$ cat config.mk
export PLATFORM = sky130hd
export DESIGN_NAME = cu_fsm_intr_flat
export DESIGN_NICKNAME = d
export VERILOG_FILES = /design/src/rtl/cu_fsm_intr_if.sv /design/src/rtl/cu_fsm_intr.sv /design/src/flat_wrapper.sv
export SDC_FILE = /design/constraint.sdc
export NUM_CORES = 1
export LEC_CHECK = 0
export ABC_AREA = 1
export CAP_MARGIN = 20
export CORE_AREA = 2 2 39 41
export DETAILED_ROUTE_END_ITERATION = 6
export DIE_AREA = 0 0 41 43
export PLACE_DENSITY = 0.82
export SETUP_SLACK_MARGIN = 0.3
export SLEW_MARGIN = 10
export SYNTH_ARGS = -nofsm -noshare
export SYNTH_HDL_FRONTEND = slang
export SYNTH_SLANG_ARGS = --single-unit
export TNS_END_PERCENT = 50
$ cat constraint.sdc
create_clock -name clk -period 3.7 [get_ports clk]
set_clock_uncertainty 0.2 [all_clocks]
set_input_delay 0.37 -clock clk [delete_from_list [all_inputs] [get_ports clk]]
set_output_delay 0.37 -clock clk [all_outputs]
set_load 0.01 [all_outputs]
$ cat src/rtl/cu_fsm_intr_if.sv
// Control bundle between the OTTER control unit and the datapath:
// decode fields and CSR status in, datapath strobes out.
interface cu_fsm_intr_if;
  logic       intr;
  logic       csr_mie;
  logic [6:0] opcode;
  logic [2:0] funct3;
  logic       pcWrite;
  logic       regWrite;
  logic       memWE2;
  logic       memRDEN1;
  logic       memRDEN2;
  logic       reset;
  logic       csrWE;
  logic       int_taken;
  logic       mret_exec;

  modport master (
    input  intr, csr_mie, opcode, funct3,
    output pcWrite, regWrite, memWE2, memRDEN1, memRDEN2,
           reset, csrWE, int_taken, mret_exec
  );

  modport slave (
    output intr, csr_mie, opcode, funct3,
    input  pcWrite, regWrite, memWE2, memRDEN1, memRDEN2,
           reset, csrWE, int_taken, mret_exec
  );
endinterface

$ cat src/rtl/cu_fsm_intr.sv
// Multi-cycle OTTER RV32I control unit with configurable fetch/load latency,
// SYSTEM decode (CSRRW, MRET) and interrupt entry through st_INTR.
module cu_fsm_intr #(
  parameter int FETCH_LAT = 1,
  parameter int LOAD_LAT  = 1,
  parameter int INTR_EN   = 1
) (
  input  logic          clk,
  input  logic          RST,
  cu_fsm_intr_if.master bus
);

  localparam logic [2:0] ST_INIT = 3'd0;
  localparam logic [2:0] ST_FET  = 3'd1;
  localparam logic [2:0] ST_EX   = 3'd2;
  localparam logic [2:0] ST_MW   = 3'd3;
  localparam logic [2:0] ST_WB   = 3'd4;
  localparam logic [2:0] ST_INTR = 3'd5;

  localparam logic [6:0] OPC_LUI    = 7'b0110111;
  localparam logic [6:0] OPC_AUIPC  = 7'b0010111;
  localparam logic [6:0] OPC_JAL    = 7'b1101111;
  localparam logic [6:0] OPC_JALR   = 7'b1100111;
  localparam logic [6:0] OPC_BRANCH = 7'b1100011;
  localparam logic [6:0] OPC_LOAD   = 7'b0000011;
  localparam logic [6:0] OPC_STORE  = 7'b0100011;
  localparam logic [6:0] OPC_OP_IMM = 7'b0010011;
  localparam logic [6:0] OPC_OP_RG3 = 7'b0110011;
  localparam logic [6:0] OPC_SYSTEM = 7'b1110011;

  localparam logic [2:0] F3_MRET  = 3'b000;
  localparam logic [2:0] F3_CSRRW = 3'b001;

  // Fetch leaves after FETCH_LAT cycles; EX covers the first load-wait
  // cycle, so st_MW only spans the remaining LOAD_LAT-1 cycles.
  localparam logic [3:0] FET_LAST = 4'(FETCH_LAT - 1);
  localparam logic [3:0] MW_LAST  = (LOAD_LAT >= 2) ? 4'(LOAD_LAT - 2) : 4'd0;

  logic [2:0] state;
  logic [2:0] state_nxt;
  logic [3:0] wait_cnt;
  logic [3:0] wait_cnt_nxt;
  logic       is_load;
  logic       intr_req;

  logic pc_wr;
  logic reg_wr;
  logic mem_we2;
  logic mem_rden1;
  logic mem_rden2;
  logic dp_reset;
  logic csr_we;
  logic int_tkn;
  logic mret_ex;

  assign is_load  = (bus.opcode == OPC_LOAD);
  assign intr_req = (INTR_EN != 0) && bus.intr && bus.csr_mie;

  always_comb begin
    state_nxt = ST_FET;
    case (state)
      ST_INIT: state_nxt = ST_FET;
      ST_FET:  state_nxt = (wait_cnt == FET_LAST) ? ST_EX : ST_FET;
      ST_EX: begin
        if (is_load)
          state_nxt = (LOAD_LAT == 1) ? ST_WB : ST_MW;
        else
          state_nxt = intr_req ? ST_INTR : ST_FET;
      end
      ST_MW:   state_nxt = (wait_cnt == MW_LAST) ? ST_WB : ST_MW;
      ST_WB:   state_nxt = intr_req ? ST_INTR : ST_FET;
      ST_INTR: state_nxt = ST_FET;
      default: state_nxt = ST_FET;
    endcase
  end

  always_comb begin
    wait_cnt_nxt = 4'd0;
    if ((state_nxt == state) && ((state == ST_FET) || (state == ST_MW)))
      wait_cnt_nxt = wait_cnt + 4'd1;
  end

  always_ff @(posedge clk or posedge RST) begin
    if (RST) begin
      state    <= ST_INIT;
      wait_cnt <= 4'd0;
    end else begin
      state    <= state_nxt;
      wait_cnt <= wait_cnt_nxt;
    end
  end

  // Moore outputs except in st_EX, where the strobes follow the decode.
  always_comb begin
    pc_wr     = 1'b0;
    reg_wr    = 1'b0;
    mem_we2   = 1'b0;
    mem_rden1 = 1'b0;
    mem_rden2 = 1'b0;
    dp_reset  = 1'b0;
    csr_we    = 1'b0;
    int_tkn   = 1'b0;
    mret_ex   = 1'b0;
    case (state)
      ST_INIT: dp_reset  = 1'b1;
      ST_FET:  mem_rden1 = 1'b1;
      ST_EX: begin
        case (bus.opcode)
          OPC_LUI, OPC_AUIPC, OPC_OP_IMM, OPC_OP_RG3, OPC_JAL, OPC_JALR: begin
            pc_wr  = 1'b1;
            reg_wr = 1'b1;
          end
          OPC_BRANCH: pc_wr = 1'b1;
          OPC_STORE: begin
            pc_wr   = 1'b1;
            mem_we2 = 1'b1;
          end
          OPC_LOAD: mem_rden2 = 1'b1;
          OPC_SYSTEM: begin
            pc_wr = 1'b1;
            if (bus.funct3 == F3_CSRRW) begin
              reg_wr = 1'b1;
              csr_we = 1'b1;
            end else if (bus.funct3 == F3_MRET) begin
              mret_ex = 1'b1;
            end
          end
          default: pc_wr = 1'b1;
        endcase
      end
      ST_MW: mem_rden2 = 1'b1;
      ST_WB: begin
        reg_wr = 1'b1;
        pc_wr  = 1'b1;
      end
      ST_INTR: begin
        int_tkn = 1'b1;
        pc_wr   = 1'b1;
      end
      default: ;
    endcase
  end

  assign bus.pcWrite   = pc_wr;
  assign bus.regWrite  = reg_wr;
  assign bus.memWE2    = mem_we2;
  assign bus.memRDEN1  = mem_rden1;
  assign bus.memRDEN2  = mem_rden2;
  assign bus.reset     = dp_reset;
  assign bus.csrWE     = csr_we;
  assign bus.int_taken = int_tkn;
  assign bus.mret_exec = mret_ex;

endmodule

$ cat src/flat_wrapper.sv
// flat-port wrapper written by rule: the top's interface ports become plain ports
module cu_fsm_intr_flat 
#(
  parameter int FETCH_LAT = 1,
  parameter int LOAD_LAT  = 1,
  parameter int INTR_EN   = 1
)
  (clk, RST, bus_intr, bus_csr_mie, bus_opcode, bus_funct3, bus_pcWrite, bus_regWrite, bus_memWE2, bus_memRDEN1, bus_memRDEN2, bus_reset, bus_csrWE, bus_int_taken, bus_mret_exec);
  cu_fsm_intr_if bus_i ();
  input  logic clk;
  input  logic RST;
  input wire logic [$bits(bus_i.intr)-1:0] bus_intr;
  input wire logic [$bits(bus_i.csr_mie)-1:0] bus_csr_mie;
  input wire logic [$bits(bus_i.opcode)-1:0] bus_opcode;
  input wire logic [$bits(bus_i.funct3)-1:0] bus_funct3;
  output wire logic [$bits(bus_i.pcWrite)-1:0] bus_pcWrite;
  output wire logic [$bits(bus_i.regWrite)-1:0] bus_regWrite;
  output wire logic [$bits(bus_i.memWE2)-1:0] bus_memWE2;
  output wire logic [$bits(bus_i.memRDEN1)-1:0] bus_memRDEN1;
  output wire logic [$bits(bus_i.memRDEN2)-1:0] bus_memRDEN2;
  output wire logic [$bits(bus_i.reset)-1:0] bus_reset;
  output wire logic [$bits(bus_i.csrWE)-1:0] bus_csrWE;
  output wire logic [$bits(bus_i.int_taken)-1:0] bus_int_taken;
  output wire logic [$bits(bus_i.mret_exec)-1:0] bus_mret_exec;
  assign bus_i.intr = bus_intr;
  assign bus_i.csr_mie = bus_csr_mie;
  assign bus_i.opcode = bus_opcode;
  assign bus_i.funct3 = bus_funct3;
  assign bus_pcWrite = bus_i.pcWrite;
  assign bus_regWrite = bus_i.regWrite;
  assign bus_memWE2 = bus_i.memWE2;
  assign bus_memRDEN1 = bus_i.memRDEN1;
  assign bus_memRDEN2 = bus_i.memRDEN2;
  assign bus_reset = bus_i.reset;
  assign bus_csrWE = bus_i.csrWE;
  assign bus_int_taken = bus_i.int_taken;
  assign bus_mret_exec = bus_i.mret_exec;
  cu_fsm_intr #(.FETCH_LAT(FETCH_LAT), .LOAD_LAT(LOAD_LAT), .INTR_EN(INTR_EN)) u_core (.clk(clk), .RST(RST), .bus(bus_i));
endmodule
==> results_dict.tcl <==
set metrics [dict create \
    report.power.total_mw 0.404 \
    crit_end "bus_mret_exec" \
    post_cts_buffers 0 \
    placed_cell_area_um2 773 \
    dieArea_um2 1760 \
    cts_num_sinks 7 \
    clk_pin_slew_ns 0.05 \
    cts_tree "yes" \
    area_delta_synth_final_pct 50.0 \
    grt_remaining_overflow 0 \
    die_h_um 43 \
    rows 14 \
    tns_ns 0 \
    fmaxAchievable_ghz 0.408 \
    final_area_um2 800 \
    netlist_area_um2 533 \
    die_w_um 41 \
    critPathKind "in2out" \
    dr.pass1.iters 4 \
    worstSetupStartpoint "bus_opcode[6]" \
    worst_r2r_endpoint "u_core.state[0]" \
    gp_congestion 0.853 \
    drt_wl_total_mm 1.16 \
    ir_worst_vdd_v 0.000224 \
    timing.final.crit_share 0.663 \
    hp-class "in2async" \
    yosys_warnings 0 \
    num_vias 587 \
    p_leak_nw 0.397 \
    synth_fp_nets 100 \
    avgSynthCellArea_um2 6.35 \
    cts_buffer_depth 2 \
    clock_latency_ns 0.25 \
    postRouteAntennaNets 0 \
    hold_violations 0 \
    netlist-cell-type-count 17 \
    initial_core_util 0.385 \
    grt_use_total 0.172 \
    rr_startpoint "u_core.wait_cnt[0]" \
    dp_hpwl_um 987 \
    wl_per_cell_um 9.20 \
    power.density_nw_per_um2 505 \
    io_buffers 22 \
    placedCellCount 122 \
    antenna_found_initial 0 \
    grt_max_degree 8 \
    drc 0 \
    worstPathRequired_ns 3.13 \
    rsz0062_at_grt "false" \
    synthCells 84 \
    rr_worst_depth 7 \
    htree_levels 1 \
    grt_pass1_vias 591 \
    arrival_ns 1.88 \
    pin_count 23 \
    crit_path_start_kind "input pin" \
    drt_iter0_drc 3 \
    synth_seq_area_share 0.329 \
    worstSetupEndpointType "output pin" \
    root_buffer "clkbuf_4" \
    fin_crit_ns 2.45 \
    drt-vias-per-instance 4.66 \
    cts_resized 0 \
    core-area_um2 1380 \
    fin_nets 127 \
    grt_pass1_wl_mm 2.08 \
    numCtsBuffers 3 \
    ys_seq_elements 7 \
    layout.cells.non_filler 126 \
    crit_fanout 4 \
    status "finished clean" \
    drv_cap 0 \
    slew_viol_final 0 \
    layout-drive-gt1-share 0.0818 \
    rrSetupSlack_ns 2.39 \
    tightest_slew_ns 0.265 \
    setup_viol 0 \
    slew_headroom 0.823 \
    diodes 0 \
    holdBufCountCts 0 \
]
==> cell type report <==
cell class,instances,area [µm²]
Fill cell,149,584
Multi-Input combinational cell,62,302
Timing Repair Buffer,22,220
Sequential cell,7,175
Inverter,15,56.3
Clock buffer,4,26.3
Tap cell,16,20.0
==> layout by cell type, fill, tap and decap left out <==
cell type,Yosys,layout
clkbuf_1,0,1
clkbuf_4,0,3
clkdlybuf4s50_1,0,22
dfrtp_1,7,7
ha_1,2,2
inv_1,12,12
inv_2,3,3
nand2_1,22,22
nand2_2,1,1
nand3_1,9,9
nand3_2,1,1
nand3b_1,1,1
nor2_1,15,15
nor2_2,1,1
nor3_1,4,4
o21ai_0,1,1
o21ai_1,1,1
or2_1,1,1
xnor2_1,1,1
xor2_1,2,2
==> cells in the mapped netlist <==
cell      count  area (µm²)
nand2_1      22        82.6
nor2_1       15        56.3
inv_1        12        45.0
nand3_1       9        45.0
dfrtp_1       7         175
nor3_1        4        20.0
inv_2         3        11.3
ha_1          2        25.0
xor2_1        2        17.5
nand2_2       1        6.26
nand3_2       1        10.0
nand3b_1      1        7.51
nor2_2        1        6.26
o21ai_0       1        5.00
o21ai_1       1        5.00
or2_1         1        6.26
xnor2_1       1        8.76
==> per-stage QoR <==
| stage | utilization | hold WS, ns | setup WS (ns) |
|---|---|---|---|
| global placement | 0.559 | 0.275 | 1.30 |
| detailed placement | 0.559 | 0.279 | 1.24 |
| global route | 0.578 | 0.174 | 1.15 |
| floorplan | - | -0.0266 | 2.14 |
| CTS | 0.578 | 0.165 | 1.24 |
| finish | 0.578 | 0.159 | 1.25 |
==> power by group <==
part	switching, mW	internal (mW)	leakage [nW]
logic	0.108	0.109	0.289
registers	0.0250	0.0937	0.0935
clock network	0.0271	0.0411	0.0150
==> worst min path at each step <==
| stage | to | slack, ns | depth (start not counted) |
|---|---|---|---|
| 6_report | u_core.wait_cnt[3] | 0.16 | 2 |
| 5_1_grt | u_core.wait_cnt[3] | 0.17 | 2 |
| 4_1_cts | u_core.wait_cnt[3] | 0.17 | 2 |
| 3_5_place_dp | u_core.wait_cnt[0] | 0.28 | 1 |
| 3_3_place_gp | u_core.wait_cnt[0] | 0.27 | 1 |
| 2_1_floorplan | u_core.state[0] | -0.03 | 1 |
==> cells by family (layout without fill, tap and decap cells) <==
logic type,count (synthesis),count (layout),synth area share
XOR/XNOR,3,3,0.0493
AO/OA/AOI/OAI,2,2,0.0188
flip-flops,7,7,0.329
buffers and inverters,15,41,0.106
AND/OR/NAND/NOR,55,55,0.451
adder cells (fa/ha/maj),2,2,0.0469
==> per-layer routing <==
metal	vias to the layer above	part of all wire	GRT usage
met1	254	0.38	0.175
met5	-	0	0
li1	312	-	-
met3	2	0.069	0.0314
met4	0	0.016	0.100
met2	19	0.54	0.300
==> sequential cells by signal, summed over array words and instances, names as in the netlist <==
name / flops
u_core.wait_cnt: 4
u_core.state: 3
==> critical path: stages <==
cell,delay [ns]
clkdlybuf4s50_1,0.51
inv_1,0.09
nor3_1,0.15
nand3b_1,0.12
nor2_1,0.10
clkdlybuf4s50_1,0.54
(Power assumes the default switching activity.)
==> patch, RTL diff (same flow settings) <==
`INTR_EN` is set to 1 in 2 places; all go to 0.
--- a/src/rtl/cu_fsm_intr.sv
+++ b/src/rtl/cu_fsm_intr.sv
@@ -3,7 +3,7 @@
 module cu_fsm_intr #(
   parameter int FETCH_LAT = 1,
   parameter int LOAD_LAT  = 1,
-  parameter int INTR_EN   = 1
+  parameter int INTR_EN   = 0
 ) (
   input  logic          clk,
   input  logic          RST,
--- a/src/flat_wrapper.sv
+++ b/src/flat_wrapper.sv
@@ -3,7 +3,7 @@
 #(
   parameter int FETCH_LAT = 1,
   parameter int LOAD_LAT  = 1,
-  parameter int INTR_EN   = 1
+  parameter int INTR_EN   = 0
 )
   (clk, RST, bus_intr, bus_csr_mie, bus_opcode, bus_funct3, bus_pcWrite, bus_regWrite, bus_memWE2, bus_memRDEN1, bus_memRDEN2, bus_reset, bus_csrWE, bus_int_taken, bus_mret_exec);
   cu_fsm_intr_if bus_i ();
Check against the original RTL: not equivalent (Yosys sat finds a counterexample within 4 cycles, from zero or initial values and one cycle with RST high).
==> patch against the original RTL <==
  * Routed wire length fell by 3.9%
  * Count of clock-buffer cells in the layout did not move
  * Global-route usage fell by 3.2 points
  * Design area fell by 4.9%
  * Worst setup slack got worse by 0.035 ns
  * Via count fell by 6.6%
  * Combinational power fell by 16%
  * Die area did not move
  * Sequential cell count did not move
  * Area after synthesis fell by 3.5%
  * Power fell by 8.9%
  * Critical path type unchanged
==> patch: results (changes against the original RTL) <==
* Outcome: finished clean
- The count of buffers inserted at the top-level ports came to 20 (-9.1%).
- The compound-gate portion of the synthesized area came to 4.62% (+2.7 points).
* Fraction of area in non-clock buffers: 26.3% (-1.2 points)
- The fraction of synthesized cell area in xor and xnor cells is 3.41% (-1.5 points).
- Registers with the most flip-flops: u_core.wait_cnt (4), u_core.state (3)
- Met1 Routed Length: 483 µm (+11%)
- The first-pass GRT wire length was 1.70 mm (-18%).
- The via count of the first global-routing pass came to 491 (-17%).
- By count the netlist is led by 15 x nor2_1, 14 x nand2_1, 11 x inv_1.
* Routed wire length: 1.11 mm (-3.9%)
- The register-to-register setup slack is 2.36 ns (-0.03 ns).
- The total number of sequential cells was 7 (unchanged).
* Total via count in the routed design: 548 (-6.6%)
* Met1 demand-to-capacity share in global routing: 15.3% (-2.3 points)
* Placed Area: 734 µm² (-5.0%)
- The clock-cell share of area is 3.45% (+0.17 points).
* Worst IR Drop VDD: 0.000310 V (+39%)
- The met3 layer wire length in the routed design was 86 µm (+7.5%).
- The number of multi-input combinational cells in the layout was 56 (-9.7%).
- Multi-input gate share of the layout cell area: 37.5% (-0.22 points)
- The highest metal layer carrying signal wires in the routed design is met3.
- Count of placed standard cells including taps: 113 (-7.4%)
- Sorting the synthesized cells by area gives the leading types as dfrtp_1 34%, nor2_1 11%, nand2_1 10%, inv_1 8.0%, nand3_1 7.8%.
- The non-clock inverter instance count of the final layout came to 14 (-1).
* Worst path arrival time: 1.92 ns (+0.04 ns)
* Net count after synthesis: 93 (-7.0%)
- The total routing resource utilization after global routing is 14.0% (-3.2 points).
- The detailed router's first-iteration violation count came to 8 (+5).
- Pre-CTS WS: 1.19 ns (-0.0483 ns)
- The number of vias per cell after detailed routing was 4.68 (+0.54%).
- The worst-case hold slack was 0.138 ns (-0.0204 ns).
- The wire length on met2 was 543 µm (-13%).
- Rel. slew slack: 78.2% (-4.1 points)
* Top fanout value on the critical path: 5 (+1)
- End of the worst register-to-register path: u_core.wait_cnt[3]
- The total power density per cell area is 484 nW/µm² (-4.2%).
* Total number of nets in the final design: 118 (-7.1%)
==> patch: worst reg2reg max path, cell delays in order (launching register included) <==
cell and delay, ns:
dfrtp_1 0.38, inv_1 0.06, ha_1 0.18, nand2_1 0.15, nand3_1 0.17, nor2_1 0.14
==> patch: how the worst max path moves through the flow <==
stage                    endpoint            start  slack (ns)
floorplan           bus_mret_exec  u_core.state[2]        2.19
global placement     bus_memRDEN2    bus_opcode[5]        1.24
detailed placement    bus_pcWrite    bus_opcode[5]        1.19
CTS                   bus_pcWrite    bus_opcode[5]        1.19
global route          bus_pcWrite    bus_opcode[5]        1.09
finish               bus_memRDEN2    bus_opcode[5]        1.21
==> patch: where the power goes <==
group	internal [mW]	leakage, nW	switching, mW	total (mW)
clock	0.0410	0.0150	0.0259	0.0669
sequential	0.0920	0.0936	0.0268	0.119
combinational	0.0931	0.248	0.0895	0.183
